[src/rtl/receiver_if.sv]
// -----------------------------------------------------------------------------
// receiver_if
// Bus-side handshake between the UART receive half and its host.
//   r_read    : host -> receiver, one-cycle pulse consuming r_data and clearing
//               r_ready / overrun
//   r_data    : receiver -> host, last received byte
//   r_ready   : receiver -> host, unread byte present
//   frame_err : receiver -> host, stop bit of the last completed frame was 0
//   overrun   : receiver -> host, a byte completed while r_ready was still 1
// Modports: slave = receiver side, master = host side.
// -----------------------------------------------------------------------------
interface receiver_if;
    logic       r_read;
    logic [7:0] r_data;
    logic       r_ready;
    logic       frame_err;
    logic       overrun;

    modport slave (
        input  r_read,
        output r_data,
        output r_ready,
        output frame_err,
        output overrun
    );

    modport master (
        output r_read,
        input  r_data,
        input  r_ready,
        input  frame_err,
        input  overrun
    );
endinterface

[src/rtl/receiver.sv]
// -----------------------------------------------------------------------------
// receiver
// UART receive half: recovers 8N1 frames from the asynchronous rxd line using
// the oversampled sample_enable from the shared baud-rate generator, and holds
// each byte with a ready flag plus framing / overrun status.
//
// Parameters:
//   OVERSAMPLE    : sample_enable ticks per bit (even, >= 8), default 16
// Ports:
//   clk           : single clock
//   reset         : asynchronous, active-low reset
//   sample_enable : one-cycle pulse at OVERSAMPLE x baud
//   rxd           : serial line, idles high, asynchronous to clk
//   bus           : receiver_if.slave (r_read, r_data, r_ready, frame_err,
//                   overrun)
// Build option:
//   RX_MAJORITY_EN : when defined, each bit decision is the 2-of-3 majority of
//                    the synchronized line at tc = MID-1, MID, MID+1 and is
//                    applied at MID+1; otherwise a single sample at MID.
// -----------------------------------------------------------------------------
module receiver #(
    parameter int OVERSAMPLE = 16
) (
    input  logic         clk,
    input  logic         reset,
    input  logic         sample_enable,
    input  logic         rxd,
    receiver_if.slave    bus
);

    localparam int TW = $clog2(OVERSAMPLE);
    localparam logic [TW-1:0] TC_LAST = TW'(OVERSAMPLE - 1);
    localparam logic [TW-1:0] TC_MID  = TW'(OVERSAMPLE / 2);
`ifdef RX_MAJORITY_EN
    localparam logic [TW-1:0] TC_DEC  = TW'(OVERSAMPLE / 2 + 1);
    localparam logic [TW-1:0] TC_PRE  = TW'(OVERSAMPLE / 2 - 1);
`else
    localparam logic [TW-1:0] TC_DEC  = TC_MID;
`endif

    typedef enum logic [2:0] {
        S_IDLE,
        S_START,
        S_DATA,
        S_STOP,
        S_BREAK
    } state_t;

    state_t          state_q,     state_d;
    logic            sync1_q,     sync1_d;
    logic            rxd_s_q,     rxd_s_d;
    logic [TW-1:0]   tc_q,        tc_d;
    logic [2:0]      bc_q,        bc_d;
    logic [7:0]      shift_q,     shift_d;
    logic [7:0]      r_data_q,    r_data_d;
    logic            r_ready_q,   r_ready_d;
    logic            frame_err_q, frame_err_d;
    logic            overrun_q,   overrun_d;

    logic            sample;
    logic            decide;
    logic            wrap;
    logic [TW-1:0]   tc_inc;

`ifdef RX_MAJORITY_EN
    // Earlier two votes of the 2-of-3 decision; the third is the live rxd_s.
    logic            vote_a_q,    vote_a_d;
    logic            vote_b_q,    vote_b_d;
    assign sample = (vote_a_q & vote_b_q) | (vote_a_q & rxd_s_q) | (vote_b_q & rxd_s_q);
`else
    assign sample = rxd_s_q;
`endif

    assign decide = sample_enable && (tc_q == TC_DEC);
    assign wrap   = sample_enable && (tc_q == TC_LAST);
    // Explicit wrap so a non-power-of-two OVERSAMPLE still counts correctly.
    assign tc_inc = (tc_q == TC_LAST) ? '0 : tc_q + 1'b1;

    always_comb begin
        state_d     = state_q;
        sync1_d     = rxd;
        rxd_s_d     = sync1_q;
        tc_d        = tc_q;
        bc_d        = bc_q;
        shift_d     = shift_q;
        r_data_d    = r_data_q;
        r_ready_d   = r_ready_q;
        frame_err_d = frame_err_q;
        overrun_d   = overrun_q;
`ifdef RX_MAJORITY_EN
        vote_a_d    = vote_a_q;
        vote_b_d    = vote_b_q;
        if (sample_enable && tc_q == TC_PRE) vote_a_d = rxd_s_q;
        if (sample_enable && tc_q == TC_MID) vote_b_d = rxd_s_q;
`endif

        // overrun can only be set while r_ready is 1, so clearing both
        // unconditionally makes a read with nothing pending a no-op.
        if (bus.r_read) begin
            r_ready_d = 1'b0;
            overrun_d = 1'b0;
        end

        unique case (state_q)
            S_IDLE: begin
                if (sample_enable && !rxd_s_q) begin
                    tc_d    = '0;
                    state_d = S_START;
                end
            end
            S_START: begin
                if (sample_enable) tc_d = tc_inc;
                if (decide && sample) begin
                    state_d = S_IDLE;   // false start (glitch)
                    tc_d    = '0;
                end else if (wrap) begin
                    state_d = S_DATA;
                    bc_d    = '0;
                end
            end
            S_DATA: begin
                if (sample_enable) tc_d = tc_inc;
                if (decide) shift_d = {sample, shift_q[7:1]};
                if (wrap) begin
                    bc_d = bc_q + 1'b1;
                    if (bc_q == 3'd7) state_d = S_STOP;
                end
            end
            S_STOP: begin
                if (sample_enable) tc_d = tc_inc;
                if (decide) begin
                    r_data_d    = shift_q;
                    r_ready_d   = 1'b1;
                    frame_err_d = ~sample;
                    overrun_d   = r_ready_q & ~bus.r_read;
                    // Leaving at mid-stop lets the next start edge be seen
                    // during the second half of a single stop bit.
                    tc_d        = '0;
                    state_d     = sample ? S_IDLE : S_BREAK;
                end
            end
            S_BREAK: begin
                // A line held low must go high before a new start is armed.
                if (sample_enable && rxd_s_q) state_d = S_IDLE;
            end
            default: begin
                state_d = S_IDLE;
                tc_d    = '0;
            end
        endcase
    end

    always_ff @(posedge clk or negedge reset) begin
        if (!reset) begin
            state_q     <= S_IDLE;
            sync1_q     <= 1'b1;
            rxd_s_q     <= 1'b1;
            tc_q        <= '0;
            bc_q        <= '0;
            shift_q     <= '0;
            r_data_q    <= 8'h00;
            r_ready_q   <= 1'b0;
            frame_err_q <= 1'b0;
            overrun_q   <= 1'b0;
`ifdef RX_MAJORITY_EN
            vote_a_q    <= 1'b1;
            vote_b_q    <= 1'b1;
`endif
        end else begin
            state_q     <= state_d;
            sync1_q     <= sync1_d;
            rxd_s_q     <= rxd_s_d;
            tc_q        <= tc_d;
            bc_q        <= bc_d;
            shift_q     <= shift_d;
            r_data_q    <= r_data_d;
            r_ready_q   <= r_ready_d;
            frame_err_q <= frame_err_d;
            overrun_q   <= overrun_d;
`ifdef RX_MAJORITY_EN
            vote_a_q    <= vote_a_d;
            vote_b_q    <= vote_b_d;
`endif
        end
    end

    assign bus.r_data    = r_data_q;
    assign bus.r_ready   = r_ready_q;
    assign bus.frame_err = frame_err_q;
    assign bus.overrun   = overrun_q;

endmodule

[src/flat_wrapper.sv]
// flat-port wrapper written by rule: the top's interface ports become plain ports
module receiver_flat 
#(
    parameter int OVERSAMPLE = 16
)
  (clk, reset, sample_enable, rxd, bus_r_read, bus_r_data, bus_r_ready, bus_frame_err, bus_overrun);
  receiver_if bus_i ();
  input  logic clk;
  input  logic reset;
  input  logic sample_enable;
  input  logic rxd;
  input wire logic [$bits(bus_i.r_read)-1:0] bus_r_read;
  output wire logic [$bits(bus_i.r_data)-1:0] bus_r_data;
  output wire logic [$bits(bus_i.r_ready)-1:0] bus_r_ready;
  output wire logic [$bits(bus_i.frame_err)-1:0] bus_frame_err;
  output wire logic [$bits(bus_i.overrun)-1:0] bus_overrun;
  assign bus_i.r_read = bus_r_read;
  assign bus_r_data = bus_i.r_data;
  assign bus_r_ready = bus_i.r_ready;
  assign bus_frame_err = bus_i.frame_err;
  assign bus_overrun = bus_i.overrun;
  receiver #(.OVERSAMPLE(OVERSAMPLE)) u_core (.clk(clk), .reset(reset), .sample_enable(sample_enable), .rxd(rxd), .bus(bus_i));
endmodule
[config.mk]
export PLATFORM = sky130hd
export DESIGN_NAME = receiver_flat
export DESIGN_NICKNAME = d
export VERILOG_FILES = /design/src/rtl/receiver_if.sv /design/src/rtl/receiver.sv /design/src/flat_wrapper.sv
export SDC_FILE = /design/constraint.sdc
export NUM_CORES = 1
export LEC_CHECK = 0
export BUFFER_PORTS_ARGS = -buffer_cell sky130_fd_sc_hd__buf_4
export CAP_MARGIN = 25
export CORE_MARGIN = 8
export CORE_UTILIZATION = 41
export DETAILED_ROUTE_END_ITERATION = 16
export PLACE_DENSITY = 0.62
export SYNTH_ARGS = -nofsm -noshare
export SYNTH_HDL_FRONTEND = slang
export SYNTH_SLANG_ARGS = --single-unit
[constraint.sdc]
create_clock -name clk -period 4.8 [get_ports clk]
set_input_delay 0.72 -clock clk [delete_from_list [all_inputs] [get_ports clk]]
set_output_delay 0.72 -clock clk [all_outputs]
set_load 0.1 [all_outputs]
==> results.md, run 1 <==
* inv_1 -> ha_1 -> nand4b_4 -> nor4b_4 -> mux2_2 — CP Cell Sequence
* 0 — ANT cells
* 74.9 um — die outline width
* 100 ps — clock-pin slew on the worst setup and hold paths
* 2 — maximum buffer depth of the clock tree
* sky130_fd_sc_hd__clkbuf_4 — root buffer selected by CTS
* 0.238 — fraction of layout cells with a size suffix above 1
* 532 MHz — Fmax
* sky130_fd_sc_hd__dfrtp_1 — commonest register cell after synthesis
* 16 — top-level port count
* 15 — count of buffers inserted at the top-level ports
* 0.547 — sequential fraction of the synthesis area
* 0 — number of buffers inserted to repair setup after CTS
* 14.5% — area growth from synthesis to layout
* no — unrepaired setup endpoints after global routing
* 0 — CTS-repair resized insts
* 160 — final layout net count
* 1008 — vias
* 5 — CTS buffer count
* 5.72 ps — Fin Clk Skew
* 0 — number of antenna violations at the first check in global routing
* 0 — final setup fails
* 1 — CP bufs+invs
* 0 ps — total negative slack for setup checks
* 21 — # rows
* 1.00 — share of flip-flops with an asynchronous set or reset
* 31 — flip-flop and latch count after synthesis
* 8 — maximum fanout along the worst path
* 4440 um — first-pass GRT wire length
* 5.12 — drt via density
* 0.392 — final period utilization
* 332 — number of fill cells
* 143 — Post-Synthesis Net Count
* 2530 um — final WL
* 0 — Final Hold Violating Endpoints
* 0 — hold-fix buffers at CTS
* 0.616 — Relative slew margins
* register — CP endpoint kind
* in -> async — class of the most critical hold timing path
* 0.00142 mm2 — synthesized cell area
* 0.797 — Placer Congestion
* 197 — count of placed standard cells in the final layout, fillers left out
* 10.6 um2 — Mean Syn Cell Area
* 2 — H-Tree Depth
* reg -> reg — category of the most critical setup path
* 0 — number of warnings issued by yosys
* 35 — synth unique cells
* complete, no violations — status
* 74.9 um — overall die height
* 41 — DRT iter0 DRCs
* 0.00163 mm2 — final instance area
* 0 — EDFF count, synth
* 0 — number of pins exceeding their max-slew limit in the final report
* 392 mW/mm2 — Cell Pwr Density
* 12.8 um — drt wl/cell
* 0.00334 mm2 — area inside the core boundary
* 0 — Max-cap violations
* 573 ps — Worst Max-Slew Pin Slew
* 4 — number of search-and-repair iterations in the first detailed-routing pass
* 1770 um — half-perimeter wire length after detailed placement
* yes — clock tree from TritonCTS
* 190 — post-placement cell count
* 5020 ps — worst endpoint required time
* 0 — number of remaining DRC errors
* 0.426 — initial cell density of the core
* 0.00561 mm2 — die area
* 0 — total global routing overflow
* 0.816 nW — Leak
* 0.00157 mm2 — Post-DP Area
* register — startpoint types
* 134 — Gate Count Post-Synth
* 0 — Post-DRT Antenna Nets
* 520 ps — Largest stage delay, worst path
* 0.106 — Tot GR Track Use
* 1880 ps — time the worst path needs with I/O delays and setup
* 31 — Clock Sink Count
* sky130_fd_sc_hd__nor4b_4 — CP max-delay cell
* 0.000296 V — maximum resistive drop on vdd
* 2100 ps — data arrival time of the critical path
* 992 — vias in the first global route
* 330 ps — clock latency at the later pin of the worst-skew pair
* simple AND/OR/NAND/NOR gates — critical path's top delay family
* 32 — largest net degree at the start of global routing
-- layout make-up --
class | instances | area (um2) | share of cell area
clock buffer | 6 | 51.3 | 0.0315
clock inverter | 1 | 5.00 | 0.00307
inverter | 4 | 15.0 | 0.00922
multi-input combinational | 94 | 609 | 0.374
sequential | 31 | 778 | 0.478
tap | 46 | 57.6 | 0.0353
timing repair buffer | 15 | 113 | 0.0691
-- registers in the layout, indices dropped and copies added (netlist names) --
register,flops
u_core.tc_q,4
u_core.bus.frame_err,1
u_core.bus.r_data,8
u_core.state_q,3
u_core.shift_q,8
u_core.rxd_s_d,1
u_core.bc_q,3
u_core.rxd_s_q,1
u_core.bus.overrun,1
u_core.bus.r_ready,1
-- routing by layer --
layer  track usage  up-vias  wire length, um
li1              -      499                -
met4        0.0522        0               56
met1         0.124      489             1200
met3        0.0506        5              153
met5             0        -                0
met2         0.158       15             1110
-- through the flow --
stage          worst slack [ps]   util  total power [mW]  hold slack, ps
2_1_floorplan              3020      -             0.453             345
3_3_place_gp               2780  0.471             0.483             346
3_5_place_dp               2720  0.471             0.490             350
4_1_cts                    2900  0.488             0.650             300
5_1_grt                    2780  0.488             0.680             319
6_report                   2920  0.488             0.639             296
-- logic make-up after synthesis --
logic type               synth area share
AO/OA/AOI/OAI                       0.114
XOR/XNOR                          0.00616
adder cells (fa/ha/maj)            0.0352
buffers and inverters              0.0246
flip-flops                          0.547
multiplexers                       0.0704
AND/OR/NAND/NOR                     0.202
-- cell usage after synthesis, types with 2 or more instances --
cell type	n	area, um2
sky130_fd_sc_hd__a22o_1	4	35.0
sky130_fd_sc_hd__a21oi_1	6	30.0
sky130_fd_sc_hd__a21o_1	2	15.0
sky130_fd_sc_hd__nand2_1	32	120
sky130_fd_sc_hd__mux2_2	8	90.1
sky130_fd_sc_hd__o22ai_1	2	12.5
sky130_fd_sc_hd__o21ai_0	6	30.0
sky130_fd_sc_hd__inv_1	4	15.0
sky130_fd_sc_hd__clkbuf_1	4	15.0
sky130_fd_sc_hd__ha_1	4	50.1
sky130_fd_sc_hd__or3_1	3	18.8
sky130_fd_sc_hd__nor2_1	6	22.5
sky130_fd_sc_hd__dfstp_2	2	52.6
sky130_fd_sc_hd__nor3_1	2	10.0
sky130_fd_sc_hd__dfrtp_1	29	726
-- report_power, final --
group,internal (mW),switching [mW]
registers,0.291,0.0520
clock network,0.0677,0.0872
logic,0.0603,0.0806
total,0.419,0.220
-- layout by cell type (no fill, tap or decap), drive strengths merged, types with 4 or more instances in the layout --
master,instances
a21oi,6
a22o,4
buf,15
clkbuf,6
dfrtp,29
ha,4
inv,4
mux2,8
nand2,32
nor2,6
o21ai,6
-- final timing paths --
check / startpoint / to / slack [ps] / cells past startpoint
worst max-delay path: u_core.tc_q[0]$_DFFE_PN0P_ / u_core.shift_q[5]$_DFFE_PN0P_ / 2920 / 5
worst min-delay path: reset / u_core.bc_q[0]$_DFFE_PN0P_ / 300 / 1
worst max register to register: u_core.tc_q[0]$_DFFE_PN0P_ / u_core.shift_q[5]$_DFFE_PN0P_ / 2920 / 5
worst min register to register: u_core.rxd_s_d$_DFF_PN1_ / u_core.rxd_s_q$_DFF_PN1_ / 360 / 0
max in group asynchronous: reset / u_core.rxd_s_d$_DFF_PN1_ / 4180 / 1
min in group clk: u_core.rxd_s_d$_DFF_PN1_ / u_core.rxd_s_q$_DFF_PN1_ / 360 / 0
-- worst reg2reg max path, cell delays in order (launching register included) --
cell	delay, ps
sky130_fd_sc_hd__dfrtp_1	420
sky130_fd_sc_hd__inv_1	70
sky130_fd_sc_hd__ha_1	200
sky130_fd_sc_hd__nand4b_4	170
sky130_fd_sc_hd__nor4b_4	520
sky130_fd_sc_hd__mux2_2	400
Power figures use the tool's default switching activity.
==> inputs of run 2 (changes only) <==
- ABC_AREA: unset -> 1
- clock period: 4.8 -> 1.8 ns (I/O delays scaled with it)
==> results.md, run 2 <==
* sky130_fd_sc_hd__dfrtp_1 — commonest register cell after synthesis, unchanged
* 1560 ps — time the worst path needs with I/O delays and setup, was 1880 ps
* 0.340 — fraction of layout cells with a size suffix above 1, was 0.238
* sky130_fd_sc_hd__nand2_1 (44), sky130_fd_sc_hd__dfrtp_1 (29), sky130_fd_sc_hd__o21ai_2 (17), sky130_fd_sc_hd__inv_1 (14), sky130_fd_sc_hd__nand3_1 (13) — top cell types by occurrence after synthesis, was sky130_fd_sc_hd__nand2_1 (32), sky130_fd_sc_hd__dfrtp_1 (29), sky130_fd_sc_hd__mux2_2 (8)
* no — unrepaired setup endpoints after global routing, unchanged
* 78.9 um — overall die height, was 74.9 um
* 0.910 nW — Leak, was 0.816 nW
* 0 — Final Hold Violating Endpoints, unchanged
* 428 ps — Worst Max-Slew Pin Slew, was 573 ps
* sky130_fd_sc_hd__nand2_1 — most instantiated library cell after synthesis, unchanged
* 0 — number of antenna violations at the first check in global routing, unchanged
* 280 ps — clock latency at the later pin of the worst-skew pair, was 330 ps
* 410 ps — Largest stage delay, worst path, was 520 ps
* 4970 um — first-pass GRT wire length, was 4440 um
* register — CP endpoint kind, unchanged
* 409 — number of fill cells, was 332
* 202 — final layout net count, was 160
* sky130_fd_sc_hd__dfrtp_1 (45%), sky130_fd_sc_hd__nand2_1 (10%), sky130_fd_sc_hd__o21ai_2 (9.2%) — dominant cells by area after synthesis, was sky130_fd_sc_hd__dfrtp_1 (51%), sky130_fd_sc_hd__nand2_1 (8.4%), sky130_fd_sc_hd__mux2_2 (6.3%)
* reg -> reg — category of the most critical setup path, unchanged
* sky130_fd_sc_hd__nand2_1 (44), sky130_fd_sc_hd__dfrtp_1 (29), sky130_fd_sc_hd__o21ai_2 (17), sky130_fd_sc_hd__buf_4 (15), sky130_fd_sc_hd__inv_1 (14) — highest-count cells in the layout ignoring fill and taps, was sky130_fd_sc_hd__nand2_1 (32), sky130_fd_sc_hd__dfrtp_1 (29), sky130_fd_sc_hd__buf_4 (15), sky130_fd_sc_hd__mux2_2 (8)
* 31 — synth unique cells, was 35
* 1153 — vias in the first global route, was 992
* 0 — Post-DRT Antenna Nets, unchanged
* 3 — CP bufs+invs, was 1
* 16 — top-level port count, unchanged
* 0 — number of pins exceeding their max-slew limit in the final report, unchanged
* 32 — largest net degree at the start of global routing, unchanged
* 9.28 um2 — Mean Syn Cell Area, was 10.6 um2
* 0.00623 mm2 — die area, was 0.00561 mm2
* 0.00162 mm2 — synthesized cell area, was 0.00142 mm2
* yes — clock tree from TritonCTS, unchanged
* 1110 mW/mm2 — Cell Pwr Density, was 392 mW/mm2
* 20 — maximum fanout along the worst path, was 8
* 60 ps — clock-pin slew on the worst setup and hold paths, was 100 ps
* complete, no violations — status, unchanged
* 0.868 — final period utilization, was 0.392
* 4 — number of search-and-repair iterations in the first detailed-routing pass, unchanged
* sky130_fd_sc_hd__dfrtp_1 — CP max-delay cell, was sky130_fd_sc_hd__nor4b_4
* 2 — H-Tree Depth, unchanged
* 2170 um — half-perimeter wire length after detailed placement, was 1770 um
* 175 — Gate Count Post-Synth, was 134
* 2890 um — final WL, was 2530 um
* 1.00 — share of flip-flops with an asynchronous set or reset, unchanged
* 0 — number of remaining DRC errors, unchanged
* 5 — CTS buffer count, unchanged
* 0.713 — Relative slew margins, was 0.616
* sky130_fd_sc_hd__clkbuf_8 — root buffer selected by CTS, was sky130_fd_sc_hd__clkbuf_4
* 0 — number of warnings issued by yosys, unchanged
* 0 — number of buffers inserted to repair setup after CTS, unchanged
* 0.447 — fraction of synthesized cell area taken by the top area cell type, was 0.510
* 0 — EDFF count, synth, unchanged
* 31 — flip-flop and latch count after synthesis, unchanged
* 640 MHz — Fmax, was 532 MHz
* 2 — maximum buffer depth of the clock tree, unchanged
* simple AND/OR/NAND/NOR gates — critical path's top delay family, unchanged
* 2.05 mW — Design Power, was 0.639 mW
* 0.000519 V — maximum resistive drop on vdd, was 0.000296 V
* 1211 — vias, was 1008
* 0.866 — Placer Congestion, was 0.797
* 0 — ANT cells, unchanged
* 6.15 ps — Fin Clk Skew, was 5.72 ps
* 1960 ps — worst endpoint required time, was 5020 ps
* 4.96 — drt via density, was 5.12
* 184 — Post-Synthesis Net Count, was 143
* 0.415 — initial cell density of the core, was 0.426
* 1720 ps — data arrival time of the critical path, was 2100 ps
* 13.5% — area growth from synthesis to layout, was 14.5%
* 0 — Max-cap violations, unchanged
* 31 — Clock Sink Count, unchanged
* 78.9 um — die outline width, was 74.9 um
* sky130_fd_sc_hd__dfrtp_1 — cell accounting for the most synthesized area, unchanged
* 0.101 — Tot GR Track Use, was 0.106
* 23 — # rows, was 21
* inv_1 -> ha_1 -> nand2_2 -> inv_2 -> nand2_4 -> inv_4 -> nand2_2 -> nand3_1 -> o21ai_2 — CP Cell Sequence, was inv_1 -> ha_1 -> nand4b_4 -> nor4b_4 -> mux2_2
* 0.00391 mm2 — area inside the core boundary, was 0.00334 mm2
* 15 — count of buffers inserted at the top-level ports, unchanged
* register — startpoint types, unchanged
* in -> reg — class of the most critical hold timing path, was in -> async
* 97 — DRT iter0 DRCs, was 41
* 0 — final setup fails, unchanged
* 240 ps — worst reg-to-reg setup slack, was 2920 ps
* 0 — total global routing overflow, unchanged
* 0.479 — sequential fraction of the synthesis area, was 0.547
* 0 ps — total negative slack for setup checks, unchanged
* 11.8 um — drt wl/cell, was 12.8 um
* sky130_fd_sc_hd__nand2_1 — leading cell type in the layout, fill and taps excluded, unchanged
* sky130_fd_sc_hd__nand2_2 — Most common cell on crit path
[run 2: area by class of cell]
| cell class | instances | area [um2] | area share |
|---|---|---|---|
| clock buffer | 7 | 86.3 | 0.0468 |
| tap | 50 | 62.6 | 0.0339 |
| inverter | 22 | 90.1 | 0.0489 |
| sequential | 31 | 778 | 0.422 |
| multi-input combinational | 117 | 698 | 0.379 |
| clock inverter | 1 | 5.00 | 0.00272 |
| timing repair buffer | 16 | 123 | 0.0665 |
[run 2: layer usage]
metal,share of wire,global-route usage
met1,0.45,0.118
met2,0.48,0.160
met3,0.053,0.0395
met4,0.015,0.0481
met5,0,0
[run 2: repair_timing]
action	CTS	global route
endpoints found under the hold margin	29	0
hold buffers	1	0
gates resized for setup	0	0
[run 2: kinds of logic after synthesis]
logic type,count (synthesis),share of synthesized area
xor+xnor,1,0.00539
fa+ha+maj,4,0.0308
compound gates,26,0.126
flops,31,0.479
simple gates,86,0.267
buf+inv,27,0.0909
[run 2: metrics by stage]
stage | hold WS (ps) | worst slack [ps] | cells | area, um2 | util
floorplan | -25.6 | 477 | 175 | 1620 | -
global placement | 221 | 294 | 235 | 1740 | 0.445
detailed placement | 229 | 259 | 235 | 1740 | 0.445
CTS | 88.2 | 242 | 244 | 1840 | 0.471
global route | 79.0 | 114 | 244 | 1840 | 0.471
finish | 96.6 | 238 | 244 | 1840 | 0.471
[run 2: power breakdown]
part / switching, mW / internal (mW)
Clock: 0.248 / 0.308
Combinational: 0.430 / 0.207
Sequential: 0.0904 / 0.764
Total: 0.768 / 1.28
[run 2: final timing paths]
kind | cells after the start | start | endpoint
hold reg to reg | 0 | u_core.rxd_s_d$_DFF_PN1_ | u_core.rxd_s_q$_DFF_PN1_
hold / removal | 1 | rxd | u_core.rxd_s_d$_DFF_PN1_
setup reg to reg | 9 | u_core.tc_q[0]$_DFFE_PN0P_ | u_core.bus.overrun$_DFF_PN0_
setup / recovery | 9 | u_core.tc_q[0]$_DFFE_PN0P_ | u_core.bus.overrun$_DFF_PN0_
max in group asynchronous | 2 | reset | u_core.rxd_s_q$_DFF_PN1_
min in group asynchronous | 2 | reset | u_core.tc_q[1]$_DFFE_PN0P_
==> inputs of run 3 (changes only) <==
--- a/config.mk
+++ b/config.mk
@@ -7,3 +7,2 @@
 export LEC_CHECK = 0
-export ABC_AREA = 1
 export BUFFER_PORTS_ARGS = -buffer_cell sky130_fd_sc_hd__buf_4
@@ -17 +16,2 @@
 export SYNTH_SLANG_ARGS = --single-unit
+export TNS_END_PERCENT = 100
==> constraint.sdc (replaced) <==
create_clock -name clk -period 1.8 [get_ports clk]
set_input_delay 0.54 -clock clk [delete_from_list [all_inputs] [get_ports clk]]
set_output_delay 0.54 -clock clk [all_outputs]
set_load 0.1 [all_outputs]
==> results.md, run 3 (synthesized netlist as in run 1, its figures left out) <==
* 0.00163 mm2 — Post-DP Area, was 0.00174 mm2
* sky130_fd_sc_hd__clkbuf_4 — root buffer selected by CTS, was sky130_fd_sc_hd__clkbuf_8
* 169 — final layout net count, was 202
* 5 — CTS buffer count, unchanged
* 100 ps — clock-pin slew on the worst setup and hold paths, was 60 ps
* 0.520 — final standard cell utilization of the core, was 0.471
* 0 — number of remaining DRC errors, unchanged
* 74.9 um — overall die height, was 78.9 um
* 4 — number of search-and-repair iterations in the first detailed-routing pass, unchanged
* 207 — count of placed standard cells in the final layout, fillers left out, was 244
* 2 — maximum buffer depth of the clock tree, unchanged
* 0.00334 mm2 — area inside the core boundary, was 0.00391 mm2
* inv_1 -> ha_1 -> nand4b_4 -> nor4b_4 -> buf_6 -> mux2_2 — CP Cell Sequence, was inv_1 -> ha_1 -> nand2_2 -> inv_2 -> nand2_4 -> inv_4 -> nand2_2 -> nand3_1 -> o21ai_2
* 1037 — vias in the first global route, was 1153
* 0.426 — initial cell density of the core, was 0.415
* 0.695 — Relative slew margins, was 0.713
* 4590 um — first-pass GRT wire length, was 4970 um
* 0 — total global routing overflow, unchanged
* 90 ps — worst reg-to-reg setup slack, was 240 ps
* 1034 — vias, was 1211
* 0 ps — total negative slack for setup checks, unchanged
* 198 — post-placement cell count, was 235
* 0 — number of antenna violations at the first check in global routing, unchanged
* 1920 ps — data arrival time of the critical path, was 1720 ps
* 614 um2 — area of the multi-input gates, was 698 um2
* 584 MHz — Fmax, was 640 MHz
* 0 — ANT cells, unchanged
* 0 — Final Hold Violating Endpoints, unchanged
* 0 — final setup fails, unchanged
* 0.00174 mm2 — final instance area, was 0.00184 mm2
* 74.9 um — die outline width, was 78.9 um
* 1710 ps — time the worst path needs with I/O delays and setup, was 1560 ps
* 0.292 — fraction of layout cells with a size suffix above 1, was 0.340
* 457 ps — Worst Max-Slew Pin Slew, was 428 ps
* 0.107 — Tot GR Track Use, was 0.101
* 320 ps — clock latency at the later pin of the worst-skew pair, was 280 ps
* sky130_fd_sc_hd__nand2_1 — leading cell type in the layout, fill and taps excluded, unchanged
* sky130_fd_sc_hd__dfrtp_1 — CP max-delay cell, unchanged
* sky130_fd_sc_hd__nand2_1 (32), sky130_fd_sc_hd__dfrtp_1 (29), sky130_fd_sc_hd__buf_4 (23), sky130_fd_sc_hd__mux2_2 (8) — highest-count cells in the layout ignoring fill and taps, was sky130_fd_sc_hd__nand2_1 (44), sky130_fd_sc_hd__dfrtp_1 (29), sky130_fd_sc_hd__o21ai_2 (17), sky130_fd_sc_hd__buf_4 (15), sky130_fd_sc_hd__inv_1 (14)
* 0.838 — Placer Congestion, was 0.866
* 0.00561 mm2 — die area, was 0.00623 mm2
* 0.878 nW — Leak, was 0.910 nW
* 53 — DRT iter0 DRCs, was 97
* no — unrepaired setup endpoints after global routing, unchanged
* 308 — number of fill cells, was 409
* yes — clock tree from TritonCTS, unchanged
* 16 — top-level port count, unchanged
* 0 — number of pins exceeding their max-slew limit in the final report, unchanged
* 13.2 um — drt wl/cell, was 11.8 um
* 32 — largest net degree at the start of global routing, unchanged
* complete, no violations — status, unchanged
* 0 — Post-DRT Antenna Nets, unchanged
* 0.951 — final period utilization, was 0.868
* 5.00 — drt via density, was 4.96
* register — startpoint types, unchanged
* 0 — hold-fix buffers at CTS, was 1
* 0.000532 V — maximum resistive drop on vdd, was 0.000519 V
* 2 — H-Tree Depth, unchanged
* 21 — # rows, was 23
* 15 — count of buffers inserted at the top-level ports, unchanged
* 7.28 ps — Fin Clk Skew, was 6.15 ps
* 2010 ps — worst endpoint required time, was 1960 ps
* reg -> reg — category of the most critical setup path, unchanged
* 8 — maximum fanout along the worst path, was 20
* 0 — Max-cap violations, unchanged
* register — CP endpoint kind, unchanged
* 1130 mW/mm2 — Cell Pwr Density, was 1110 mW/mm2
* 2740 um — final WL, was 2890 um
* 400 ps — Largest stage delay, worst path, was 410 ps
* 778 um2 — Reg area, unchanged
* 22.0% — area growth from synthesis to layout, was 13.5%
* in -> async — class of the most critical hold timing path, was in -> reg
* 1910 um — half-perimeter wire length after detailed placement, was 2170 um
* 31 — Clock Sink Count, unchanged
==> run 3: report_power, final <==
group          switching [mW]  total, mW  internal, mW
logic                   0.273      0.507         0.234
registers               0.105      0.882         0.777
clock network           0.238      0.566         0.328
total                   0.615       1.95          1.34
==> run 3: final cells by class <==
| class | instances | share of cell area |
|---|---|---|
| well taps | 46 | 0.0332 |
| clock inverters | 2 | 0.0202 |
| clock buffers | 6 | 0.0296 |
| inverters | 4 | 0.00865 |
| multi-input cells | 94 | 0.354 |
| repair buffers | 24 | 0.106 |
| flip-flops and latches | 31 | 0.448 |
==> run 3: critical path, delay by kind of cell, from the launching register on <==
family | cells | cell delay (ps)
multiplexers | 1 | 330
AND/OR/NAND/NOR | 2 | 430
flip-flops | 1 | 400
buffers and inverters | 2 | 240
adder cells (fa/ha/maj) | 1 | 190
==> run 3: through the flow <==
stage          setup WS [ps]  total power, mW  hold slack (ps)
2_1_floorplan           91.7             1.21              244
3_3_place_gp            86.0             1.36              346
3_5_place_dp            50.3             1.38              347
4_1_cts                 45.0             1.96              129
5_1_grt                 4.08             2.06              153
6_report                88.2             1.95              130
==> run 3: worst paths after layout <==
kind,start,to,cells past startpoint
hold / removal,reset,u_core.bus.r_data[7]$_DFFE_PN0P_,1
max in group asynchronous,reset,u_core.rxd_s_q$_DFF_PN1_,1
setup / recovery,u_core.tc_q[1]$_DFFE_PN0P_,u_core.shift_q[5]$_DFFE_PN0P_,6
setup reg to reg,u_core.tc_q[1]$_DFFE_PN0P_,u_core.shift_q[5]$_DFFE_PN0P_,6
hold reg to reg,u_core.rxd_s_d$_DFF_PN1_,u_core.rxd_s_q$_DFF_PN1_,0
min in group clk,rxd,u_core.rxd_s_d$_DFF_PN1_,1
==> run 3: per-layer routing <==
layer / track usage / wire [um]
met3: 0.0333 / 135
met1: 0.133 / 1360
met2: 0.159 / 1220
met4: 0.0587 / 28
met5: 0 / 0
==> run 3: repair_timing <==
action,CTS,global route
buffers inserted,0,1
gates resized for setup,0,2
endpoints found under the setup margin,0,16
